<file path="src/rtl/param_shift_reg.sv">
// Universal W-bit shift register: SIPO in either direction, parallel load for PISO, word-complete strobe.
// Latency: Q/BIT_CNT/WORD_VALID registered, one edge after the control inputs; SER_OUT is combinational from Q and DIR.
// Backpressure: none; EN=0 holds the register and bit count, and any pulse drops after one cycle.
//
// Ports:
//   clk, resetn          rising-edge clock, asynchronous active-low reset
//   en, dir, data_in     shift enable, direction (0: toward LSB, 1: toward MSB), serial input
//   load, par_in, clr    synchronous parallel load and clear (clr > load > shift > hold)
//   q, ser_out           register contents and serial output
//   bit_cnt, word_valid  bits in the current word, one-cycle complete-word strobe
//   parity               XOR of the last completed word (only with PARAM_SHIFT_REG_PARITY_EN)
//
// Optional feature macro: PARAM_SHIFT_REG_PARITY_EN

module param_shift_reg #(
  parameter int W  = 8,
  parameter int CW = $clog2(W)
) (
  input  logic          clk,
  input  logic          resetn,
  input  logic          en,
  input  logic          dir,
  input  logic          data_in,
  input  logic          load,
  input  logic [W-1:0]  par_in,
  input  logic          clr,
  output logic [W-1:0]  q,
  output logic          ser_out,
  output logic [CW-1:0] bit_cnt,
`ifdef PARAM_SHIFT_REG_PARITY_EN
  output logic          word_valid,
  output logic          parity
`else
  output logic          word_valid
`endif
);

  localparam logic [CW-1:0] LAST_BIT = CW'(W - 1);

  logic [W-1:0] q_shift;
  logic         word_done;

  // Value Q takes if this edge shifts; computed unconditionally so the
  // parity path can reuse it.
  always_comb begin
    q_shift = q;
    if (dir) begin
      q_shift = {q[W-2:0], data_in};
    end else begin
      q_shift = {data_in, q[W-1:1]};
    end
  end

  // The shift arriving while the counter sits at W-1 completes the word.
  assign word_done = (bit_cnt == LAST_BIT);

  // The bit about to leave the register in the current direction.
  assign ser_out = dir ? q[W-1] : q[0];

  always_ff @(posedge clk or negedge resetn) begin
    if (!resetn) begin
      q          <= '0;
      bit_cnt    <= '0;
      word_valid <= 1'b0;
    end else if (clr) begin
      q          <= '0;
      bit_cnt    <= '0;
      word_valid <= 1'b0;
    end else if (load) begin
      q          <= par_in;
      bit_cnt    <= '0;
      word_valid <= 1'b0;
    end else if (en) begin
      q          <= q_shift;
      // Wrap straight to 0 so back-to-back words need no gap cycle.
      bit_cnt    <= word_done ? '0 : bit_cnt + CW'(1);
      word_valid <= word_done;
    end else begin
      // Hold Q and count, but never stretch a pulse.
      word_valid <= 1'b0;
    end
  end

`ifdef PARAM_SHIFT_REG_PARITY_EN
  // Parity of the word Q will hold in the same cycle WORD_VALID rises;
  // it then holds until the next completed word, a load or a clear.
  always_ff @(posedge clk or negedge resetn) begin
    if (!resetn) begin
      parity <= 1'b0;
    end else if (clr || load) begin
      parity <= 1'b0;
    end else if (en && word_done) begin
      parity <= ^q_shift;
    end
  end
`endif

endmodule

</file>
<file path="config.mk">
export PLATFORM = sky130hd
export DESIGN_NAME = param_shift_reg
export DESIGN_NICKNAME = d
export VERILOG_FILES = /design/src/rtl/param_shift_reg.sv
export SDC_FILE = /design/constraint.sdc
export NUM_CORES = 1
export LEC_CHECK = 0
export ABC_AREA = 1
export CAP_MARGIN = 40
export CORE_ASPECT_RATIO = 0.8
export CORE_UTILIZATION = 30
export CTS_CLUSTER_SIZE = 24
export DETAILED_ROUTE_END_ITERATION = 16
export SLEW_MARGIN = 10
export SYNTH_ARGS = -nofsm -noshare
export SYNTH_HDL_FRONTEND = slang
export SYNTH_SLANG_ARGS = --single-unit
</file>
<file path="constraint.sdc">
create_clock -name clk -period 1 [get_ports clk]
set_input_delay 0.1 -clock clk [delete_from_list [all_inputs] [get_ports clk]]
set_output_delay 0.1 -clock clk [all_outputs]
set_load 0.02 [all_outputs]
</file>
# Word-level counts from Yosys, hierarchy flattened
# Cells that the tools add are included.
# word_totals
word_cells	18
inputBits	15
out_inout_bits	13
register_bits	12
# op_classes
n_reduce_logical	1
n_addsub	1
muxes	12
n_eq_ne	1
# op_table
op	count
$mux 8	4
$mux 3	4
$mux 1	4
$add 3x1->3 const B	1
$eq 3x3->1 const B	1
$reduce_bool 3->1	1

# Longest topological paths before layout
# Gate-level depths: netlist of run 1.
# depth
word_depth	5
depth_mapped	6
depth_no_buf	5

# Worst setup path after synthesis of run 1
# Ideal clock, no wire load.
# synth_path
path_type	register -> register
start	reg bit_cnt[0]
end	reg bit_cnt[2]
path_stages_with_launch	5
setup_slack_ns	-0.173
setup_ns	0.077
n_path_buf	0
arrival_time_ns	1.096
required_time_ns	0.923
path_cell_list	dfrtp_1 ha_1 ha_1 nand2_1 a21oi_1
# synth_via
elab_chain_cells	5
elab_cells_between_ends	6
classes_between	add/sub: 1; eq/ne: 1; mux: 4
# synth_rtl
element	line_no	source
from (decl)	29	output logic [CW-1:0] bit_cnt,
from (signal assigned)	76	bit_cnt <= word_done ? '0 : bit_cnt + CW'(1);
$add 3x1->3 or $eq 3x3->1 (tied branches)	76, 55	
$mux 3 *	76	
$mux 3 *	73	end else if (en) begin
$mux 3 *	69	end else if (load) begin
$mux 3 *	65	end else if (clr) begin
# Mark *: on every way between the ends. The rest lies on a longest branch, timed or not. The select of a mux whose other input is x is not followed.
# A chain may end at the register's enable or synchronous reset.

# Worst setup path in the final report of run 1
# layout_path
start	reg bit_cnt[1]
end	reg bit_cnt[2]
# Same word-level chain as after synthesis.

==> impl_metrics.toml, run 1 <==
[synthesis]
synthCells = 95
synthFlopType = "dfrtp_1"
syn_area_um2 = 693
ys_seq_area_frac = 0.433
yosysTopAreaCell = "dfrtp_1"
yosys.cell_count.top_type = "nand2_1"
synthTopCellsByArea = "dfrtp_1, nand2_1, nand3_1"
yosysWarnings = 0
ys_ff_latch = 12
synth_top_area_share = 0.433
async_flop_share = 1.00
synth.avg_cell_area_um2 = 7.30
synth_edf_count = 0
ys_types = 13
synth.net_count = 112
synth.cells.most_frequent = "nand2_1, nand3_1, dfrtp_1"

[floorplan]
core_mm2 = 0.00218
fp.dieArea_mm2 = 0.00251
ios = 28
placementRows = 15
die_w_um = 55.7
die-height_um = 45.0
initial_core_util = 0.318

[worst_setup_path]
critPathMaxFanout = 3
crit_chain = "ha_4, ha_4, nand2_2, a21oi_2"
crit_arrival_ns = 1.29
max_stage_delay_ns = 0.44
cp_num_buf_inv = 0
required_ns = 1.20
crit_type = "reg -> reg"
crit_family = "flip-flops"
r2r_setup_slack_ns = -0.09
worstSetupStartpointType = "register"
cpMostUsedCell = "ha_4"
crit_path_top_delay_cell = "dfrtp_2"
crit_path_end_kind = "register"

[outcome]
violations = "negative setup slack"
outcome = "complete, but fails checks"

[cts]
clk_latency_ns = 0.27
cts.sinks = 12
clock_path_buffers = 2
root_buffer = "clkbuf_4"
clkTransAtPathRegs_ns = 0.08
cts_buffers = 3
tritoncts = "yes"
h-tree-depth = 1

[power]
power_density_mw_per_mm2 = 1080
total_power_w = 0.00127
p_leak_nw = 0.604
ir_drop_mv = 1.05

[timing]
fin_crit_sh = 1.09
drv_slew = 0
rsz0062_at_grt = "true"
hold_viol = 0
worst_pin_slew_ns = 0.221
setup_viol_count_final = 3
hold_ws_ns = 0.118
tns_ns = -0.169
fin_crit_ns = 1.09
layout_setup_ws_ns = -0.0906
skew_ns = 0.00406
max-slew-margin-rel = 0.853
clock.fmax_mhz = 917

[detailed_routing]
firstDrtPassIters = 4
wirelength_um = 1840
wire_per_inst_um = 10.8
antenna_left = 0
vias_per_cell = 4.52
route.vias.total = 769
drtIter0Drc = 21
drc = 0

[hold_path]
min_path_type = "in -> async"

[final_layout]
fill_cells = 208
nNetsFinal = 163
multi_input_area_um2 = 398
antenna_cells = 0
finalNonFillerCells = 170
register_area_um2 = 303
area_growth_pct = 68.4
drive_above_1_share = 0.379

[grt]
grt-ovfl-total = 0
grt_max_degree = 17
grt_usage = 0.163
antenna_found_initial = 0
grt_pass1_wl_um = 3060
grt_pass1_vias = 679

[place]
hpwlAfterDp_um = 1380
io_buffers = 27
pre_cts_ws_ns = -0.460
dpl.cell_count = 165
gp_congestion = 0.811

[run]
max_cap_violations = 0
worst register-to-register path: stages, from the launching register on:
cell	delay, ns
dfrtp_2	0.44
ha_4	0.17
ha_4	0.25
nand2_2	0.05
a21oi_2	0.12
layout by cell type, fill, tap and decap left out:
cell             instances
nor2_1                   1
or2_0                    8
a21oi_1                  1
clkdlybuf4s50_1         12
dfrtp_1                 10
nand2_2                  1
buf_6                    2
clkbuf_4                 3
dfrtp_2                  2
nand3_2                  1
nor3_1                   1
nand3_1                 15
ha_4                     2
clkbuf_8                 1
nand2_1                 40
inv_4                    1
a21oi_2                  2
dlymetal6s2s_1           2
buf_2                   12
buf_4                   20
inv_2                    4
nor2_2                   4
where the power goes:
part	switching (W)	total, W	internal [W]	leakage [nW]
sequential	0.0000179	0.000530	0.000512	0.157
clock	0.000162	0.000383	0.000221	0.0210
combinational	0.000175	0.000352	0.000177	0.426
final timing paths:
kind / depth (start not counted) / from / to
min in group clk: 5 / load / bit_cnt[1]$_DFFE_PN0P_
setup reg to reg: 4 / bit_cnt[1]$_DFFE_PN0P_ / bit_cnt[2]$_DFFE_PN0P_
hold reg to reg: 3 / q[4]$_DFFE_PN0P_ / q[4]$_DFFE_PN0P_
max in group asynchronous: 2 / resetn / bit_cnt[1]$_DFFE_PN0P_
setup / recovery: 4 / bit_cnt[1]$_DFFE_PN0P_ / bit_cnt[2]$_DFFE_PN0P_
hold / removal: 2 / resetn / q[5]$_DFFE_PN0P_
sequential cells by signal (all words and copies together), names as in the netlist:
| register | flops |
|---|---|
| word_valid | 1 |
| bit_cnt | 3 |
| q | 8 |
layer usage:
| metal | vias to the layer above | GRT usage | wire, µm |
|---|---|---|---|
| met5 | - | 0 | 0 |
| met2 | 20 | 0.241 | 784 |
| met1 | 346 | 0.231 | 947 |
| met3 | 2 | 0.0602 | 97 |
| met4 | 0 | 0.0300 | 14 |
| li1 | 401 | - | - |
cell type report:
cell class	count	share of cell area
multi-input combinational	76	0.341
timing repair buffer	48	0.324
sequential	12	0.259
clock buffer	4	0.0311
tap	25	0.0268
inverter	5	0.0182
cell families after synthesis:
logic type,count (synthesis),share of synthesized area
AOI/OAI and AO/OA,3,0.0217
buffers and inverters,7,0.0505
DFF,12,0.433
and+or+nand+nor,71,0.458
adders and majority gates,2,0.0361
per-stage QoR:
stage	util	area, µm²
after floorplan	-	721
after global placement	0.531	1160
after detailed placement	0.531	1160
after CTS	0.527	1150
after global routing	0.536	1170
final	0.536	1170
what timing repair did:
action | 4_1_cts | 5_1_grt
gates resized for setup | 54 | 9
endpoints found under the setup margin | 15 | 14
pin swaps | 1 | 6
setup buffers | 1 | 0
hold buffers | 0 | 0
No activity file was read; power rests on OpenSTA's default activity.
==> run 2, diff against run 1 <==
--- a/config.mk
+++ b/config.mk
@@ -15,3 +15,4 @@
 export SYNTH_ARGS = -nofsm -noshare
 export SYNTH_HDL_FRONTEND = slang
 export SYNTH_SLANG_ARGS = --single-unit
+export TNS_END_PERCENT = 10
==> impl_metrics.toml, run 2 (synthesis results as in run 1) <==
[hold_path]
min_path_type = "in -> async"

[timing]
layout_setup_ws_ns = -0.0895
rsz0062_at_grt = "true"
hold_ws_ns = 0.121
hold_viol = 0
drv_slew = 0
setup_viol_count_final = 3
fin_crit_ns = 1.09
skew_ns = 0.00462
worst_pin_slew_ns = 0.219
fin_crit_sh = 1.09
max-slew-margin-rel = 0.854
clock.fmax_mhz = 918

[detailed_routing]
drtIter0Drc = 16
drc = 0
wire_per_inst_um = 10.6
vias_per_cell = 4.48
antenna_left = 0
route.vias.total = 762
firstDrtPassIters = 4
wirelength_um = 1810

[grt]
grt_pass1_wl_um = 3080
grt-ovfl-total = 0
antenna_found_initial = 0
grt_usage = 0.164
grt_pass1_vias = 684
grt_max_degree = 17

[final_layout]
antenna_cells = 0
finalNonFillerCells = 170
area_growth_pct = 65.9
multi_input_area_um2 = 393
largest-register = "q"
top_regs = "q x8, bit_cnt x3, word_valid x1"
register_area_um2 = 303
final_core_util = 0.528
nNetsFinal = 163
final_cell_mix = "nand2_1, buf_4, nand3_1, clkdlybuf4s50_1, buf_2"
largest_reg_flops = 8
drive_above_1_share = 0.366
final_common_cell = "nand2_1"
fill_cells = 218

[cts]
clock_path_buffers = 2
h-tree-depth = 1
root_buffer = "clkbuf_4"
clkTransAtPathRegs_ns = 0.08
cts_buffers = 3
tritoncts = "yes"
cts.sinks = 12
clk_latency_ns = 0.27

[power]
ir_drop_mv = 0.836
power_density_mw_per_mm2 = 1090
p_leak_nw = 0.590

[outcome]
outcome = "complete, but fails checks"
violations = "negative setup slack"

[floorplan]
die-height_um = 45.0
core_mm2 = 0.00218
placementRows = 15
ios = 28
die_w_um = 55.7
initial_core_util = 0.318
fp.dieArea_mm2 = 0.00251

[worst_setup_path]
crit_arrival_ns = 1.30
startpoint = "bit_cnt[1]$_DFFE_PN0P_"
crit_type = "reg -> reg"
crit_path_end_kind = "register"
worstSetupStartpointType = "register"
required_ns = 1.21
critPathMaxFanout = 3
rr_worst_depth = 4
regToRegStartpoint = "bit_cnt[1]$_DFFE_PN0P_"

[place]
dpl.cell_count = 165
hpwlAfterDp_um = 1380
gp_congestion = 0.811
pre_cts_ws_ns = -0.458
io_buffers = 27

[run]
max_cap_violations = 0
run 2: cell type report:
cell class,count,area share
flip-flops and latches,12,0.263
well taps,25,0.0272
multi-input cells,76,0.342
repair buffers,48,0.318
inverters,5,0.0185
clock buffers,4,0.0316
run 2: critical path, stage by stage, from the launching register on:
cell	delay, ns
dfrtp_2	0.44
ha_4	0.17
ha_4	0.25
nand2_2	0.05
a21oi_2	0.12
run 2: stage by stage:
step                TNS (ns)  area (µm²)  power, W
detailed placement     -3.68        1160  0.000906
global placement       -3.41        1160  0.000903
global route          -0.378        1150   0.00134
finish                -0.169        1150   0.00126
CTS                   -0.182        1150   0.00127
floorplan             -0.119         721  0.000687
run 2: path summary, 6_finish.rpt:
path | slack, ns | endpoint
max | -0.09 | bit_cnt[2]$_DFFE_PN0P_
min | 0.12 | q[5]$_DFFE_PN0P_
max reg2reg | -0.09 | bit_cnt[2]$_DFFE_PN0P_
min reg2reg | 0.59 | q[4]$_DFFE_PN0P_
max in group asynchronous | 0.70 | bit_cnt[0]$_DFFE_PN0P_
min in group clk | 0.34 | bit_cnt[2]$_DFFE_PN0P_
run 2: timing repair:
action                                  4_1_cts  5_1_grt
setup buffers                                 1        0
gates cloned                                  0        0
endpoints found under the setup margin       15       15
resized for setup                            53        4
pin swaps                                     0        1
endpoints found under the hold margin         0        0
hold buffers                                  0        0
run 2: layer usage:
layer / track usage / routed length [µm] / part of all wire / up-vias
met2: 0.246 / 791 / 0.44 / 21
met3: 0.0630 / 111 / 0.061 / 2
met4: 0.0450 / 14 / 0.0077 / 0
met1: 0.224 / 892 / 0.49 / 337
met5: 0 / 0 / 0 / -
li1: - / - / - / 402
run 2: where the power goes:
| part | total, W | internal, W | leakage [nW] | switching (W) |
|---|---|---|---|---|
| Combinational | 0.000343 | 0.000171 | 0.411 | 0.000172 |
| Clock | 0.000386 | 0.000221 | 0.0210 | 0.000165 |
| Sequential | 0.000529 | 0.000512 | 0.157 | 0.0000172 |
==> run 3, diff against run 2 <==
--- a/config.mk
+++ b/config.mk
@@ -8,9 +8,11 @@
 export ABC_AREA = 1
 export CAP_MARGIN = 40
 export CORE_ASPECT_RATIO = 0.8
+export CORE_MARGIN = 1.5
 export CORE_UTILIZATION = 30
 export CTS_CLUSTER_SIZE = 24
 export DETAILED_ROUTE_END_ITERATION = 16
+export RECOVER_POWER = 100
 export SLEW_MARGIN = 10
 export SYNTH_ARGS = -nofsm -noshare
 export SYNTH_HDL_FRONTEND = slang
==> impl_metrics.toml, run 3 (synthesis results as in run 1) <==
[worst_setup_path]
critPathMaxFanout = 4
rr_worst_depth = 4
cp_num_buf_inv = 0
rr_endpoint = "bit_cnt[2]$_DFFE_PN0P_"
crit_arrival_ns = 1.28
crit_path_end = "bit_cnt[2]$_DFFE_PN0P_"
worstSetupStartpointType = "register"
crit_path_end_kind = "register"
cp_num_cells = 4
regToRegStartpoint = "bit_cnt[0]$_DFFE_PN0P_"
max_stage_delay_ns = 0.44
crit_family = "flip-flops"
r2r_setup_slack_ns = -0.07
crit_chain = "ha_4, ha_4, nand2_2, a21oi_2"
cpMostUsedCell = "ha_4"
crit_type = "reg -> reg"
crit_path_top_delay_cell = "dfrtp_2"
required_ns = 1.21
startpoint = "bit_cnt[0]$_DFFE_PN0P_"

[final_layout]
final_cell_mix = "nand2_1, nand3_1, buf_4, clkdlybuf4s50_1, dfrtp_1"
area_growth_pct = 61.9
fill_cells = 240
fin_area_mm2 = 0.00112
final_common_cell = "nand2_1"
antenna_cells = 0
largest_reg_flops = 8
drive_above_1_share = 0.326
nNetsFinal = 162
top_regs = "q x8, bit_cnt x3, word_valid x1"
finalNonFillerCells = 169
largest-register = "q"

[floorplan]
die_w_um = 56.7
placementRows = 15
ios = 28
core_mm2 = 0.00218
initial_core_util = 0.318
die-height_um = 46.0
fp.dieArea_mm2 = 0.00261

[cts]
cts_buffers = 3
cts.sinks = 12
tritoncts = "yes"
clkTransAtPathRegs_ns = 0.07
h-tree-depth = 1
clock_path_buffers = 2
clk_latency_ns = 0.27
cts_hold_buf = 0
root_buffer = "clkbuf_4"

[power]
p_leak_nw = 0.563
ir_drop_mv = 0.546
power_density_mw_per_mm2 = 1040

[timing]
rsz0062_at_grt = "true"
worst_pin_slew_ns = 0.683
hold_viol = 0
fin_crit_sh = 1.07
hold_ws_ns = 0.315
setup_viol_count_final = 3
max-slew-margin-rel = 0.545
skew_ns = 0.000943
tns_ns = -0.126
fin_crit_ns = 1.07
clock.fmax_mhz = 938
drv_slew = 0
layout_setup_ws_ns = -0.0659

[place]
dpl.cell_count = 164
pre_cts_ws_ns = -0.467
gp_congestion = 0.730
hpwlAfterDp_um = 1350
io_buffers = 27
placed_area_mm2 = 0.00115

[grt]
antenna_found_initial = 0
grt_pass1_vias = 648
grt-ovfl-total = 0
grt_max_degree = 16
grt_pass1_wl_um = 2880
grt_usage = 0.150

[detailed_routing]
drc = 0
drtIter0Drc = 12
antenna_left = 0
wirelength_um = 1840
wire_per_inst_um = 10.9
route.vias.total = 772
firstDrtPassIters = 5
vias_per_cell = 4.57

[outcome]
outcome = "complete, but fails checks"
violations = "negative setup slack"

[hold_path]
min_path_type = "in -> reg"

[run]
max_cap_violations = 0
run 3: worst min-delay path by stage:
stage / start / endpoint / slack [ns] / cells past startpoint
after global placement: resetn / q[6]$_DFFE_PN0P_ / 0.42 / 2
after detailed placement: resetn / q[6]$_DFFE_PN0P_ / 0.43 / 2
after floorplan: resetn / bit_cnt[0]$_DFFE_PN0P_ / -0.20 / 0
final: load / bit_cnt[0]$_DFFE_PN0P_ / 0.32 / 5
after global routing: load / bit_cnt[0]$_DFFE_PN0P_ / 0.33 / 5
after CTS: resetn / q[3]$_DFFE_PN0P_ / 0.12 / 2
run 3: routing by layer:
layer,track usage,up-vias,wire (µm)
met5,0,-,0
li1,-,399,-
met4,0.0558,0,17
met2,0.221,25,843
met3,0.0597,2,106
met1,0.201,346,873
run 3: timing repair:
action,4_1_cts,5_1_grt
cloned,0,0
setup buffers,0,1
gates resized for setup,52,9
endpoints found under the setup margin,15,17
pin swaps,0,1
run 3: final cells by class:
type / count / area (µm²) / area share
clock buffers: 4 / 26.3 / 0.0234
inverters: 5 / 21.3 / 0.0190
multi-input cells: 76 / 399 / 0.356
flip-flops and latches: 12 / 303 / 0.270
well taps: 25 / 31.3 / 0.0279
repair buffers: 47 / 342 / 0.304
run 3: through the flow:
stage           util  total power [W]
3_3_place_gp   0.528         0.000900
3_5_place_dp   0.528         0.000902
4_1_cts        0.513          0.00120
5_1_grt        0.516          0.00126
2_1_floorplan      -         0.000687
6_report       0.516          0.00117
run 3: tightest hold or removal path: cells and delay by family:
kind	cells	cell delay, ns
buffers and inverters	2	0.31
AND/OR/NAND/NOR	3	0.15
run 3: power breakdown:
group / leakage, nW / total [W] / switching (W) / internal [W]
logic: 0.391 / 0.000326 / 0.000172 / 0.000154
clock network: 0.0150 / 0.000316 / 0.000161 / 0.000155
registers: 0.157 / 0.000530 / 0.0000177 / 0.000512
total: 0.563 / 0.00117 / 0.000351 / 0.000821
